**src/rtl/cu_pkg.sv**
```systemverilog
// ============================================================================
// Package  : cu_pkg
// Shared types, instruction field positions and constants for cu_multicycle.
// Revision : 1.0
// ============================================================================
`default_nettype none

package cu_pkg;

    typedef enum logic [1:0] {
        TYPE_NOP   = 2'b00,
        TYPE_STD   = 2'b01,
        TYPE_LOAD  = 2'b10,
        TYPE_STORE = 2'b11
    } instr_type_e;

    typedef enum logic [2:0] {
        ST_FETCH      = 3'd0,
        ST_DECODE     = 3'd1,
        ST_EXECUTE    = 3'd2,
        ST_MEM_ACCESS = 3'd3,
        ST_WRITE_BACK = 3'd4
    } state_e;

    localparam logic [3:0] OPC_RESET  = 4'hF;
    localparam int         OPC_WIDTH  = 4;
    localparam int         TYPE_WIDTH = 2;

    function automatic int f_reg_bits(input int num_regs);
        return $clog2(num_regs);
    endfunction

    // Word layout, MSB first: type, rd, rs1, rs2, offset, opcode
    function automatic int f_instr_width(input int data_width, input int num_regs);
        return TYPE_WIDTH + 3 * f_reg_bits(num_regs) + data_width + OPC_WIDTH;
    endfunction

    function automatic int f_type_lsb(input int data_width, input int num_regs);
        return f_instr_width(data_width, num_regs) - TYPE_WIDTH;
    endfunction

    function automatic int f_rd_lsb(input int data_width, input int num_regs);
        return OPC_WIDTH + data_width + 2 * f_reg_bits(num_regs);
    endfunction

    function automatic int f_rs1_lsb(input int data_width, input int num_regs);
        return OPC_WIDTH + data_width + f_reg_bits(num_regs);
    endfunction

    function automatic int f_rs2_lsb(input int data_width);
        return OPC_WIDTH + data_width;
    endfunction

endpackage

`default_nettype wire

```
**src/rtl/cu_regfile.sv**
```systemverilog
// ============================================================================
// Module   : cu_regfile
// Register file, two asynchronous reads, one synchronous write, reset to index.
// Revision : 1.0
// ============================================================================
`default_nettype none

module cu_regfile
    import cu_pkg::*;
#(
    parameter  int DATA_WIDTH = 8,
    parameter  int NUM_REGS   = 4,
    localparam int REG_BITS   = f_reg_bits(NUM_REGS)
) (
    input  logic                  clk,
    input  logic                  rst,
    input  logic                  we,
    input  logic [REG_BITS-1:0]   waddr,
    input  logic [DATA_WIDTH-1:0] wdata,
    input  logic [REG_BITS-1:0]   raddr1,
    input  logic [REG_BITS-1:0]   raddr2,
    output logic [DATA_WIDTH-1:0] rdata1,
    output logic [DATA_WIDTH-1:0] rdata2
);

    logic [DATA_WIDTH-1:0] r_mem_q [NUM_REGS];
    logic [DATA_WIDTH-1:0] w_mem_d [NUM_REGS];

    always_comb begin
        w_mem_d = r_mem_q;
        if (we) begin
            w_mem_d[waddr] = wdata;
        end
    end

    always_ff @(posedge clk) begin
        if (rst) begin
            for (int i = 0; i < NUM_REGS; i++) begin
                r_mem_q[i] <= DATA_WIDTH'(i);
            end
        end else begin
            r_mem_q <= w_mem_d;
        end
    end

    assign rdata1 = r_mem_q[raddr1];
    assign rdata2 = r_mem_q[raddr2];

endmodule

`default_nettype wire

```
**src/rtl/cu_multicycle.sv**
```systemverilog
// ============================================================================
// Module   : cu_multicycle
// Multi-cycle control unit; CU_PERF_CNT_EN adds retired/stall counters.
// Revision : 1.0
// ============================================================================
`default_nettype none

module cu_multicycle
    import cu_pkg::*;
#(
    parameter  int DATA_WIDTH  = 8,
    parameter  int NUM_REGS    = 4,
    localparam int REG_BITS    = f_reg_bits(NUM_REGS),
    localparam int INSTR_WIDTH = f_instr_width(DATA_WIDTH, NUM_REGS)
) (
    input  logic                   clk,
    input  logic                   rst,
    input  logic [INSTR_WIDTH-1:0] instr,
    input  logic                   instr_valid,
    output logic                   instr_ready,
    input  logic [DATA_WIDTH-1:0]  result2,
    input  logic                   mem_ready,
    output logic                   mem_req,
    output logic [DATA_WIDTH-1:0]  operand1,
    output logic [DATA_WIDTH-1:0]  operand2,
    output logic [DATA_WIDTH-1:0]  offset,
    output logic [3:0]             opcode,
    output logic                   sel1,
    output logic                   sel3,
    output logic                   w_r,
`ifdef CU_PERF_CNT_EN
    output logic [31:0]            retired_cnt,
    output logic [31:0]            stall_cnt,
`endif
    output logic                   busy
);

    localparam int C_TYPE_LSB = f_type_lsb(DATA_WIDTH, NUM_REGS);
    localparam int C_RD_LSB   = f_rd_lsb(DATA_WIDTH, NUM_REGS);
    localparam int C_RS1_LSB  = f_rs1_lsb(DATA_WIDTH, NUM_REGS);
    localparam int C_RS2_LSB  = f_rs2_lsb(DATA_WIDTH);
    localparam int C_OFF_LSB  = OPC_WIDTH;

    localparam logic [2:0] C_ST_FETCH = ST_FETCH;
    localparam logic [2:0] C_ST_DEC   = ST_DECODE;
    localparam logic [2:0] C_ST_EXE   = ST_EXECUTE;
    localparam logic [2:0] C_ST_MEM   = ST_MEM_ACCESS;
    localparam logic [2:0] C_ST_WB    = ST_WRITE_BACK;

    logic [2:0]             r_state_q,    w_state_d;
    logic [INSTR_WIDTH-1:0] r_instr_q,    w_instr_d;
    logic [DATA_WIDTH-1:0]  r_operand1_q, w_operand1_d;
    logic [DATA_WIDTH-1:0]  r_operand2_q, w_operand2_d;
    logic [DATA_WIDTH-1:0]  r_offset_q,   w_offset_d;
    logic [3:0]             r_opcode_q,   w_opcode_d;
    logic                   r_sel1_q,     w_sel1_d;
    logic                   r_sel3_q,     w_sel3_d;

    logic [1:0]             w_type;
    logic [REG_BITS-1:0]    w_rd;
    logic [REG_BITS-1:0]    w_rs1;
    logic [REG_BITS-1:0]    w_rs2;
    logic [REG_BITS-1:0]    w_raddr2;
    logic [DATA_WIDTH-1:0]  w_rdata1;
    logic [DATA_WIDTH-1:0]  w_rdata2;
    logic                   w_we;

    assign w_type   = r_instr_q[C_TYPE_LSB +: TYPE_WIDTH];
    assign w_rd     = r_instr_q[C_RD_LSB   +: REG_BITS];
    assign w_rs1    = r_instr_q[C_RS1_LSB  +: REG_BITS];
    assign w_rs2    = r_instr_q[C_RS2_LSB  +: REG_BITS];
    // Memory-type instructions read their data register through port 2
    assign w_raddr2 = (w_type == TYPE_STD) ? w_rs2 : w_rd;

    cu_regfile #(
        .DATA_WIDTH (DATA_WIDTH),
        .NUM_REGS   (NUM_REGS)
    ) u_regfile (
        .clk    (clk),
        .rst    (rst),
        .we     (w_we),
        .waddr  (w_rd),
        .wdata  (result2),
        .raddr1 (w_rs1),
        .raddr2 (w_raddr2),
        .rdata1 (w_rdata1),
        .rdata2 (w_rdata2)
    );

    always_comb begin
        w_state_d    = r_state_q;
        w_instr_d    = r_instr_q;
        w_operand1_d = r_operand1_q;
        w_operand2_d = r_operand2_q;
        w_offset_d   = r_offset_q;
        w_opcode_d   = r_opcode_q;
        w_sel1_d     = r_sel1_q;
        w_sel3_d     = r_sel3_q;
        w_we         = 1'b0;
        case (r_state_q)
            C_ST_FETCH: begin
                if (instr_valid) begin
                    w_instr_d = instr;
                    w_state_d = C_ST_DEC;
                end
            end
            C_ST_DEC: begin
                if (w_type == TYPE_NOP) begin
                    w_state_d = C_ST_FETCH;
                end else begin
                    w_operand1_d = w_rdata1;
                    w_operand2_d = w_rdata2;
                    w_offset_d   = r_instr_q[C_OFF_LSB +: DATA_WIDTH];
                    w_opcode_d   = r_instr_q[0 +: OPC_WIDTH];
                    w_sel1_d     = (w_type != TYPE_LOAD);
                    w_sel3_d     = (w_type != TYPE_STD);
                    w_state_d    = C_ST_EXE;
                end
            end
            C_ST_EXE: begin
                w_state_d = (w_type == TYPE_STD) ? C_ST_WB : C_ST_MEM;
            end
            C_ST_MEM: begin
                if (mem_ready) begin
                    w_state_d = (w_type == TYPE_LOAD) ? C_ST_WB : C_ST_FETCH;
                end
            end
            C_ST_WB: begin
                w_we      = 1'b1;
                w_state_d = C_ST_FETCH;
            end
            default: begin
                w_state_d    = C_ST_FETCH;
                w_operand1_d = '0;
                w_operand2_d = '0;
                w_offset_d   = '0;
                w_opcode_d   = OPC_RESET;
                w_sel1_d     = 1'b0;
                w_sel3_d     = 1'b0;
            end
        endcase
    end

    always_ff @(posedge clk) begin
        if (rst) begin
            r_state_q    <= C_ST_FETCH;
            r_instr_q    <= '0;
            r_operand1_q <= '0;
            r_operand2_q <= '0;
            r_offset_q   <= '0;
            r_opcode_q   <= OPC_RESET;
            r_sel1_q     <= 1'b0;
            r_sel3_q     <= 1'b0;
        end else begin
            r_state_q    <= w_state_d;
            r_instr_q    <= w_instr_d;
            r_operand1_q <= w_operand1_d;
            r_operand2_q <= w_operand2_d;
            r_offset_q   <= w_offset_d;
            r_opcode_q   <= w_opcode_d;
            r_sel1_q     <= w_sel1_d;
            r_sel3_q     <= w_sel3_d;
        end
    end

    assign instr_ready = (r_state_q == C_ST_FETCH);
    assign busy        = ~instr_ready;
    assign mem_req     = (r_state_q == C_ST_MEM);
    assign w_r         = mem_req && (w_type == TYPE_STORE);
    assign operand1    = r_operand1_q;
    assign operand2    = r_operand2_q;
    assign offset      = r_offset_q;
    assign opcode      = r_opcode_q;
    assign sel1        = r_sel1_q;
    assign sel3        = r_sel3_q;

`ifdef CU_PERF_CNT_EN
    logic [31:0] r_retired_cnt_q, w_retired_cnt_d;
    logic [31:0] r_stall_cnt_q,   w_stall_cnt_d;
    logic        w_retire;

    always_comb begin
        w_retire = ((r_state_q == C_ST_DEC) && (w_type == TYPE_NOP))
                || ((r_state_q == C_ST_MEM) && mem_ready && (w_type == TYPE_STORE))
                || (r_state_q == C_ST_WB);
        w_retired_cnt_d = r_retired_cnt_q;
        w_stall_cnt_d   = r_stall_cnt_q;
        if (w_retire) begin
            w_retired_cnt_d = r_retired_cnt_q + 32'd1;
        end
        if ((r_state_q == C_ST_MEM) && !mem_ready) begin
            w_stall_cnt_d = r_stall_cnt_q + 32'd1;
        end
    end

    always_ff @(posedge clk) begin
        if (rst) begin
            r_retired_cnt_q <= '0;
            r_stall_cnt_q   <= '0;
        end else begin
            r_retired_cnt_q <= w_retired_cnt_d;
            r_stall_cnt_q   <= w_stall_cnt_d;
        end
    end

    assign retired_cnt = r_retired_cnt_q;
    assign stall_cnt   = r_stall_cnt_q;
`endif

endmodule

`default_nettype wire

```
**config.mk**
```make
export PLATFORM = sky130hd
export DESIGN_NAME = cu_multicycle
export DESIGN_NICKNAME = d
export VERILOG_FILES = /design/src/rtl/cu_pkg.sv /design/src/rtl/cu_regfile.sv /design/src/rtl/cu_multicycle.sv
export SDC_FILE = /design/constraint.sdc
export NUM_CORES = 1
export LEC_CHECK = 0
export ABC_AREA = 0
export BUFFER_PORTS_ARGS = -buffer_cell sky130_fd_sc_hd__buf_4
export CORE_ASPECT_RATIO = 1.1
export CORE_MARGIN = 3
export CORE_UTILIZATION = 55
export DETAILED_ROUTE_END_ITERATION = 7
export PLACE_DENSITY = 0.78
export SLEW_MARGIN = 20
export SYNTH_ARGS = -nofsm -noshare
export SYNTH_HDL_FRONTEND = slang
export SYNTH_SLANG_ARGS = --single-unit
export TNS_END_PERCENT = 5
```
**constraint.sdc**
```tcl
create_clock -name clk -period 2.5 [get_ports clk]
set_clock_uncertainty 0.15 [all_clocks]
set_input_delay 0.125 -clock clk [delete_from_list [all_inputs] [get_ports clk]]
set_output_delay 0.125 -clock clk [all_outputs]
set_load 0.01 [all_outputs]
```
==> results of run 1 <==
-- worst min-delay path by stage --
| stage | endpoint | from | slack, ns | cells after the start |
|---|---|---|---|---|
| 3_5_place_dp | u_regfile.r_mem_q[9] | result2[1] | 0.21 | 2 |
| 4_1_cts | r_state_q[1] | mem_ready | 0.01 | 4 |
| 6_report | r_state_q[0] | mem_ready | 0.01 | 4 |
| 3_3_place_gp | u_regfile.r_mem_q[9] | result2[1] | 0.21 | 2 |
| 5_1_grt | r_state_q[1] | mem_ready | 0.04 | 4 |
| 2_1_floorplan | u_regfile.r_mem_q[9] | result2[1] | 0.09 | 1 |
-- power by group through the flow --
stage / registers (uW) / clock network [uW] / logic, uW
global placement: 1440 / 0 / 259
floorplan: 1430 / 0 / 173
global route: 1410 / 1250 / 331
detailed placement: 1440 / 0 / 265
CTS: 1410 / 1200 / 301
finish: 1410 / 1190 / 304
-- cell type report --
cell class	instances	area, sq um
well taps	82	103
repair buffers	109	888
fillers	519	1740
multi-input cells	343	2050
inverters	5	18.8
clock inverters	5	106
clock buffers	11	141
flip-flops and latches	85	1700
-- registers in the layout, summed over array words and instances (netlist names) --
name,cells
r_instr_q,20
r_state_q,3
operand1,8
sel3,1
offset,8
sel1,1
operand2,8
opcode,4
u_regfile.r_mem_q,32
-- layer usage --
layer | vias to the layer above | global-route usage | wire (microns) | share of wire
li1 | 1781 | - | - | -
met1 | 1717 | 0.316 | 4270 | 0.41
met2 | 134 | 0.444 | 5100 | 0.49
met3 | 26 | 0.0410 | 667 | 0.064
met4 | 0 | 0.139 | 329 | 0.032
met5 | - | 0 | 0 | 0
-- metrics by stage --
stage                     utilization  setup slack, ns
after CTS                       0.742            0.274
after global placement          0.664            0.395
final                           0.742            0.292
after global routing            0.742            0.130
after floorplan                     -            0.708
after detailed placement        0.664            0.285
-- worst max-delay path, stage by stage (launching register included) --
cell and delay (ns):
dfxtp_1 0.50, or3b_1 0.55, a2111oi_4 0.61, o21ai_1 0.14, a31oi_1 0.19
-- cell families (layout without fill, tap and decap cells) --
family	count (synthesis)	count (layout)	synth area share
AO/OA/AOI/OAI	111	111	0.173
AND/OR/NAND/NOR	196	196	0.228
flip-flops	85	85	0.434
buffers and inverters	43	130	0.0478
multiplexers	36	36	0.117
-- cell usage in the layout, fill, tap and decap left out, types with 10 or more instances in the layout --
master,n
nand2b_1,34
dfxtp_1,85
nand2_1,88
mux2i_1,28
buf_4,81
a21oi_1,60
dlygate4sd3_1,28
clkbuf_8,10
nor2_1,49
a22oi_1,12
==> flow_metrics.env, run 1 <==
export IMPL_synth_cell_types=38
export IMPL_cts_resized=0
export IMPL_post_drt_wl_per_cell_microns=16.2
export IMPL_synth_commonest_cells="nand2_1, dfxtp_1, a21oi_1"
export IMPL_cts_tree="built"
export IMPL_syn_to_final_growth_pct=27.6
export IMPL_clk_latency_ns=0.36
export IMPL_hold_viol=0
export IMPL_post_place_cells=596
export IMPL_startpoint="r_state_q[0]"
export IMPL_cp_data_required_time_ns=2.63
export IMPL_vdd_drop_max_uv=414
export IMPL_boundaryPins=66
export IMPL_antenna_found_initial=0
export IMPL_drc_errors=0
export IMPL_path_clk_slew_ns=0.08
export IMPL_drive_gt1_frac=0.195
export IMPL_fin_nets=585
export IMPL_swShare=0.238
export IMPL_arrival_ns=2.34
export IMPL_grt_pass1_wl_mm=16.9
export IMPL_cts_buffer_depth=2
export IMPL_maxCapViolCount=0
export IMPL_combPwrFrac=0.104
export IMPL_grt_start_max_net_pins=58
export IMPL_die_x_microns=86.5
export IMPL_cts_made_buffers=9
export IMPL_cts_root_buf="clkbuf_8"
export IMPL_crit_fanout=10
export IMPL_mappedNetlistNets=503
export IMPL_whs_ns=0.0129
export IMPL_cts_max_level=3
export IMPL_place_gp_congestion=0.817
export IMPL_vias_per_cell=5.72
export IMPL_min_period_ns=2.21
export IMPL_synth_seq_cells=85
export IMPL_r2r_start="r_state_q[0]"
export IMPL_drt_iter0_drc=237
export IMPL_synthCells=471
export IMPL_core_sq_um=6750
export IMPL_port_buffers=65
export IMPL_worstSetupEndpointType="register"
export IMPL_switchingPower_uw=694
export IMPL_dp_hpwl_mm=6.48
export IMPL_hold_class="in2reg"
export IMPL_p_int_uw=2210
export IMPL_outcome="finished, final reports clean"
export IMPL_clock_fmax_mhz=453
export IMPL_p_per_area_nw_per_um2=581
export IMPL_routed_via_count=3658
export IMPL_slew_viol_final=0
export IMPL_setup_viol=0
export IMPL_placed_area_sq_um=4480
export IMPL_postRouteAntennaNets=0
export IMPL_synth_seq_area_share=0.434
export IMPL_cts_setup_buffers=0
export IMPL_ys_flop_type="dfxtp_1"
export IMPL_fp_row_count=31
export IMPL_clkPwrFrac=0.410
export IMPL_drt_pass1_iterations=6
export IMPL_p_leak_uw=0.00197
export IMPL_setup_worst_path_end="operand2[4]"
export IMPL_synth_area_leaders="dfxtp_1, nand2_1, a21oi_1"
export IMPL_grt_setup_unrepaired="false"
export IMPL_clock_sinks=85
export IMPL_fin_cells=640
export IMPL_floorplan_die_area_sq_um=8180
export IMPL_async_flop_share=0
export IMPL_initial_utilization=0.581
export IMPL_antenna_cells=0
export IMPL_seqPwrFrac=0.485
export IMPL_grt_pass1_vias=3606
export IMPL_r2r_slack_ns=0.29
export IMPL_dieHeight_microns=94.6
export IMPL_period_share=0.883
export IMPL_relSlewSlack=0.599
export IMPL_fin_tns_setup_ns=0
export IMPL_ctsHoldBuffers=28
export IMPL_grt_util_all_layers=0.261
export IMPL_overflow=0
export IMPL_critPathKind="reg2reg"
export IMPL_avgSynthCellArea_sq_um=8.33
export IMPL_netlist_area_sq_um=3920
export IMPL_power_uw=2910
export IMPL_cp_start_kind="register"
export IMPL_fin_area_sq_um=5010
export IMPL_r2r_cells=4
export IMPL_totalWireLength_mm=10.4
export IMPL_tightest_slew_ns=0.601
export IMPL_synth_top_cell_by_area="dfxtp_1"
export IMPL_r2r_end="operand2[4]"
export IMPL_synth_warnings=0
export IMPL_synth_top_area_share=0.434
export IMPL_synth_most_common_cell="nand2_1"
export IMPL_synth_edff_count=0
Power figures use the tool's default switching activity.
==> run 2, diff against run 1 <==
- PLACE_DENSITY: 0.78 -> 0.85
==> flow_metrics.env, run 2 (synthesized netlist as in run 1, its figures left out) <==
export IMPL_outcome="finished, final reports clean"
export IMPL_min_period_ns=2.16
export IMPL_place_ws_ns=0.378
export IMPL_grt_start_max_net_pins=37
export IMPL_power_uw=2590
export IMPL_slowest_stage="a2111oi_4"
export IMPL_vias_per_cell=5.88
export IMPL_slowest_delay_ns=0.56
export IMPL_cp_start_kind="register"
export IMPL_swShare=0.273
export IMPL_hold_class="in2reg"
export IMPL_period_share=0.864
export IMPL_dieHeight_microns=94.6
export IMPL_fin_nets=585
export IMPL_largest_reg_flops=32
export IMPL_cts_max_level=3
export IMPL_antenna_cells=0
export IMPL_tightest_slew_ns=0.631
export IMPL_r2r_slack_ns=0.34
export IMPL_fp_row_count=31
export IMPL_grt_use_met2=0.429
export IMPL_p_per_area_nw_per_um2=524
export IMPL_die_x_microns=86.5
export IMPL_grt_util_all_layers=0.257
export IMPL_p_leak_uw=0.00194
export IMPL_postRouteAntennaNets=0
export IMPL_syn_to_final_growth_pct=26.1
export IMPL_cts_resized=0
export IMPL_grt_pass1_vias=3560
export IMPL_setup_viol=0
export IMPL_slew_viol_final=0
export IMPL_hold_viol=0
export IMPL_drt_iter0_drc=254
export IMPL_maxCapViolCount=0
export IMPL_cts_made_buffers=9
export IMPL_largestRegisters="u_regfile.r_mem_q (32), r_instr_q (20)"
export IMPL_clock_sinks=85
export IMPL_startpoint="r_state_q[0]"
export IMPL_critPathKind="reg2reg"
export IMPL_overflow=0
export IMPL_routed_via_count=3765
export IMPL_clk_latency_ns=0.36
export IMPL_crit_fanout=10
export IMPL_path_cells="or3b_1 -> a2111oi_4 -> o21ai_1 -> a31oi_1"
export IMPL_fin_ws_ns=0.340
export IMPL_grt_pass1_wl_mm=16.7
export IMPL_busiest_layer="met2"
export IMPL_combPwrFrac=0.116
export IMPL_place_gp_congestion=0.875
export IMPL_drt_pass1_iterations=5
export IMPL_clock_fmax_mhz=463
export IMPL_boundaryPins=66
export IMPL_initial_utilization=0.581
export IMPL_regMostFlops="u_regfile.r_mem_q"
export IMPL_ctsHoldBuffers=29
export IMPL_antenna_found_initial=0
export IMPL_p_int_uw=1880
export IMPL_cts_setup_buffers=0
export IMPL_floorplan_die_area_sq_um=8180
export IMPL_post_drt_wl_per_cell_microns=16.1
export IMPL_grt_use_met1=0.320
export IMPL_clkPwrFrac=0.338
export IMPL_arrival_ns=2.30
export IMPL_core_sq_um=6750
export IMPL_fin_tns_setup_ns=0
export IMPL_cp_data_required_time_ns=2.64
export IMPL_drc_errors=0
export IMPL_grt_setup_unrepaired="false"
export IMPL_dp_hpwl_mm=6.80
export IMPL_relSlewSlack=0.579
export IMPL_drive_gt1_frac=0.195
export IMPL_holdCritStartpoint="mem_ready"
export IMPL_r2r_start="r_state_q[0]"
export IMPL_vdd_drop_max_uv=349
export IMPL_switchingPower_uw=708
export IMPL_cts_tree="built"
export IMPL_final_cell_mix="nand2_1, dfxtp_1, buf_4"
export IMPL_grtUsageMet3=0.0480
export IMPL_seqPwrFrac=0.546
export IMPL_path_clk_slew_ns=0.08
export IMPL_totalWireLength_mm=10.3
export IMPL_worstSetupEndpointType="register"
export IMPL_cts_root_buf="clkbuf_8"
export IMPL_final_common_cell="nand2_1"
export IMPL_whs_ns=0.00446
export IMPL_cts_buffer_depth=2
export IMPL_port_buffers=65
[run 2: changes by cell type in the layout (fill, tap and decap cells not counted)]
| cell | delta |
|---|---|
| inv_6 | -1 |
| buf_12 | +1 |
| bufinv_16 | -3 |
| buf_4 | -2 |
| clkinv_4 | +4 |
| clkbuf_1 | -1 |
| dlygate4sd3_1 | +1 |
| clkinv_2 | +2 |
| clkbuf_8 | -1 |
[run 2: worst max-delay path: cells and delay by family, from the launching register on]
kind	cells	cell delay [ns]
compound gates	3	0.90
flops	1	0.50
simple gates	1	0.54
[run 2: worst paths after layout]
check	endpoint	cells past startpoint
setup / recovery	operand2[3]	4
hold / removal	r_state_q[1]	4
setup reg to reg	operand2[3]	4
hold reg to reg	r_instr_q[12]	2
[run 2: power groups by stage]
stage          Combinational, uW  Clock [uW]  Sequential, uW
6_report                     299         877            1410
5_1_grt                      324         947            1420
4_1_cts                      295         893            1410
3_5_place_dp                 258           0            1450
3_3_place_gp                 250           0            1440
2_1_floorplan                173           0            1430
[run 2: cell type report]
cell class / count / area, sq um
sequential: 85 / 1700
inverter: 5 / 18.8
timing repair buffer: 109 / 903
tap: 82 / 103
multi-input combinational: 343 / 2050
fill: 482 / 1800
clock inverter: 7 / 52.6
clock buffer: 9 / 124
[run 2: routing by layer]
metal / vias to the layer above / share of wire
met4: 0 / 0.021
li1: 1776 / -
met3: 30 / 0.063
met5: - / 0
met1: 1795 / 0.42
met2: 164 / 0.49
[run 2: through the flow]
step,cell area [sq um],instances,utilization
global placement,4480,595,0.664
CTS,4950,640,0.733
global route,4950,640,0.733
floorplan,3920,471,-
detailed placement,4480,595,0.664
finish,4950,640,0.733
==> run 3, diff against run 2 <==
- CORE_UTILIZATION: 55 -> 34
- PLACE_DENSITY: 0.85 -> 0.6
==> flow_metrics.env, run 3 (synthesized netlist as in run 1, its figures left out) <==
export IMPL_outcome="finished, final reports clean"
export IMPL_vias_per_cell=5.16
export IMPL_highest_layer="met4"
export IMPL_path_clk_slew_ns=0.07
export IMPL_r2r_cells=4
export IMPL_min_to="r_state_q[0]"
export IMPL_final_common_cell="nand2_1"
export IMPL_largestRegisters="u_regfile.r_mem_q (32), r_instr_q (20)"
export IMPL_fin_util=0.464
export IMPL_grt_pass1_vias=3447
export IMPL_slew_viol_final=0
export IMPL_largest_reg_flops=32
export IMPL_arrival_ns=2.31
export IMPL_r2r_start="r_state_q[0]"
export IMPL_cts_tree="built"
export IMPL_place_gp_congestion=0.846
export IMPL_antenna_cells=0
export IMPL_fillers=1071
export IMPL_syn_to_final_growth_pct=31.4
export IMPL_wl_met3_microns=531
export IMPL_crit_fanout=10
export IMPL_grt_pass1_wl_mm=17.7
export IMPL_hold_viol=0
export IMPL_floorplan_die_area_sq_um=12900
export IMPL_min_period_ns=2.20
export IMPL_cp_start_kind="register"
export IMPL_hold_class="in2reg"
export IMPL_wl_met1_mm=5.08
export IMPL_fin_tns_setup_ns=0
export IMPL_fin_nets=585
export IMPL_drive_gt1_frac=0.197
export IMPL_dp_hpwl_mm=7.09
export IMPL_tightest_slew_ns=0.844
export IMPL_die_x_microns=108
export IMPL_dieHeight_microns=119
export IMPL_r2r_slack_ns=0.30
export IMPL_multiInputGateArea_sq_um=2050
export IMPL_routed_wl_met2_mm=5.07
export IMPL_register_area_sq_um=1700
export IMPL_antenna_found_initial=0
export IMPL_p_leak_uw=0.00200
export IMPL_maxCapViolCount=0
export IMPL_drc_errors=0
export IMPL_cts_made_buffers=9
export IMPL_cts_buffer_depth=2
export IMPL_cts_root_buf="clkbuf_16"
export IMPL_vdd_drop_max_uv=272
export IMPL_grt_util_all_layers=0.174
export IMPL_worstSetupEndpointType="register"
export IMPL_initial_utilization=0.353
export IMPL_post_drt_wl_per_cell_microns=15.5
export IMPL_startpoint="r_state_q[0]"
export IMPL_cts_max_level=3
export IMPL_fp_row_count=40
export IMPL_critPathKind="reg2reg"
export IMPL_cts_resized=0
export IMPL_period_share=0.880
export IMPL_postRouteAntennaNets=0
export IMPL_ctsHoldBuffers=28
export IMPL_holdCritStartpoint="mem_ready"
export IMPL_cts_setup_buffers=0
export IMPL_core_sq_um=11100
export IMPL_hold_path_depth=4
export IMPL_totalWireLength_mm=10.9
export IMPL_relSlewSlack=0.438
export IMPL_boundaryPins=66
export IMPL_drt_pass1_iterations=5
export IMPL_overflow=0
export IMPL_cp_data_required_time_ns=2.61
export IMPL_clk_latency_ns=0.34
export IMPL_regMostFlops="u_regfile.r_mem_q"
export IMPL_r2r_end="operand2[7]"
export IMPL_final_cell_mix="nand2_1, dfxtp_1, buf_4"
export IMPL_drt_iter0_drc=245
export IMPL_clock_fmax_mhz=454
export IMPL_clock_sinks=85
export IMPL_grt_start_max_net_pins=82
export IMPL_setup_viol=0
export IMPL_port_buffers=65
export IMPL_grt_setup_unrepaired="false"
export IMPL_routed_via_count=3641
export IMPL_p_per_area_nw_per_um2=598
[run 3: critical path, stage by stage (launching register included)]
cell	delay, ns
dfxtp_1	0.49
or3b_1	0.54
a2111oi_4	0.59
o21ai_1	0.15
a31oi_1	0.19
[run 3: where the power goes]
part	leakage [uW]	switching, uW	internal [uW]	total (uW)
Combinational	0.00117	166	140	305
Clock	0.000143	582	786	1370
Sequential	0.000688	28.1	1380	1410
[run 3: stage by stage]
step / setup WS (ns) / hold WS, ns / std cells / total power [uW] / instance area (sq um)
after floorplan: 0.708 / 0.0929 / 471 / 1600 / 3920
after global routing: 0.162 / 0.0639 / 705 / 3190 / 5160
after detailed placement: 0.315 / 0.216 / 661 / 1710 / 4570
after global placement: 0.391 / 0.211 / 661 / 1700 / 4570
final: 0.300 / 0.0334 / 705 / 3080 / 5160
after CTS: 0.309 / 0.0203 / 705 / 3110 / 5160
[run 3: layer usage]
| metal | global-route usage | up-vias |
|---|---|---|
| li1 | - | 1792 |
| met4 | 0.0781 | 0 |
| met3 | 0.0229 | 16 |
| met2 | 0.269 | 96 |
| met1 | 0.238 | 1737 |
| met5 | 0 | - |
[run 3: worst max-delay path by stage]
stage / to / slack (ns) / cells after the start
floorplan: operand2[6] / 0.71 / 6
global placement: operand2[5] / 0.39 / 4
detailed placement: operand2[3] / 0.32 / 4
CTS: operand2[7] / 0.31 / 4
global route: operand2[4] / 0.16 / 4
finish: operand2[7] / 0.30 / 4
[run 3: area by class of cell]
type / instances / share of cell area
clock buffers: 9 / 0.0437
clock inverters: 7 / 0.0155
inverters: 5 / 0.00364
multi-input cells: 343 / 0.397
flip-flops and latches: 85 / 0.330
well taps: 147 / 0.0357
repair buffers: 109 / 0.175
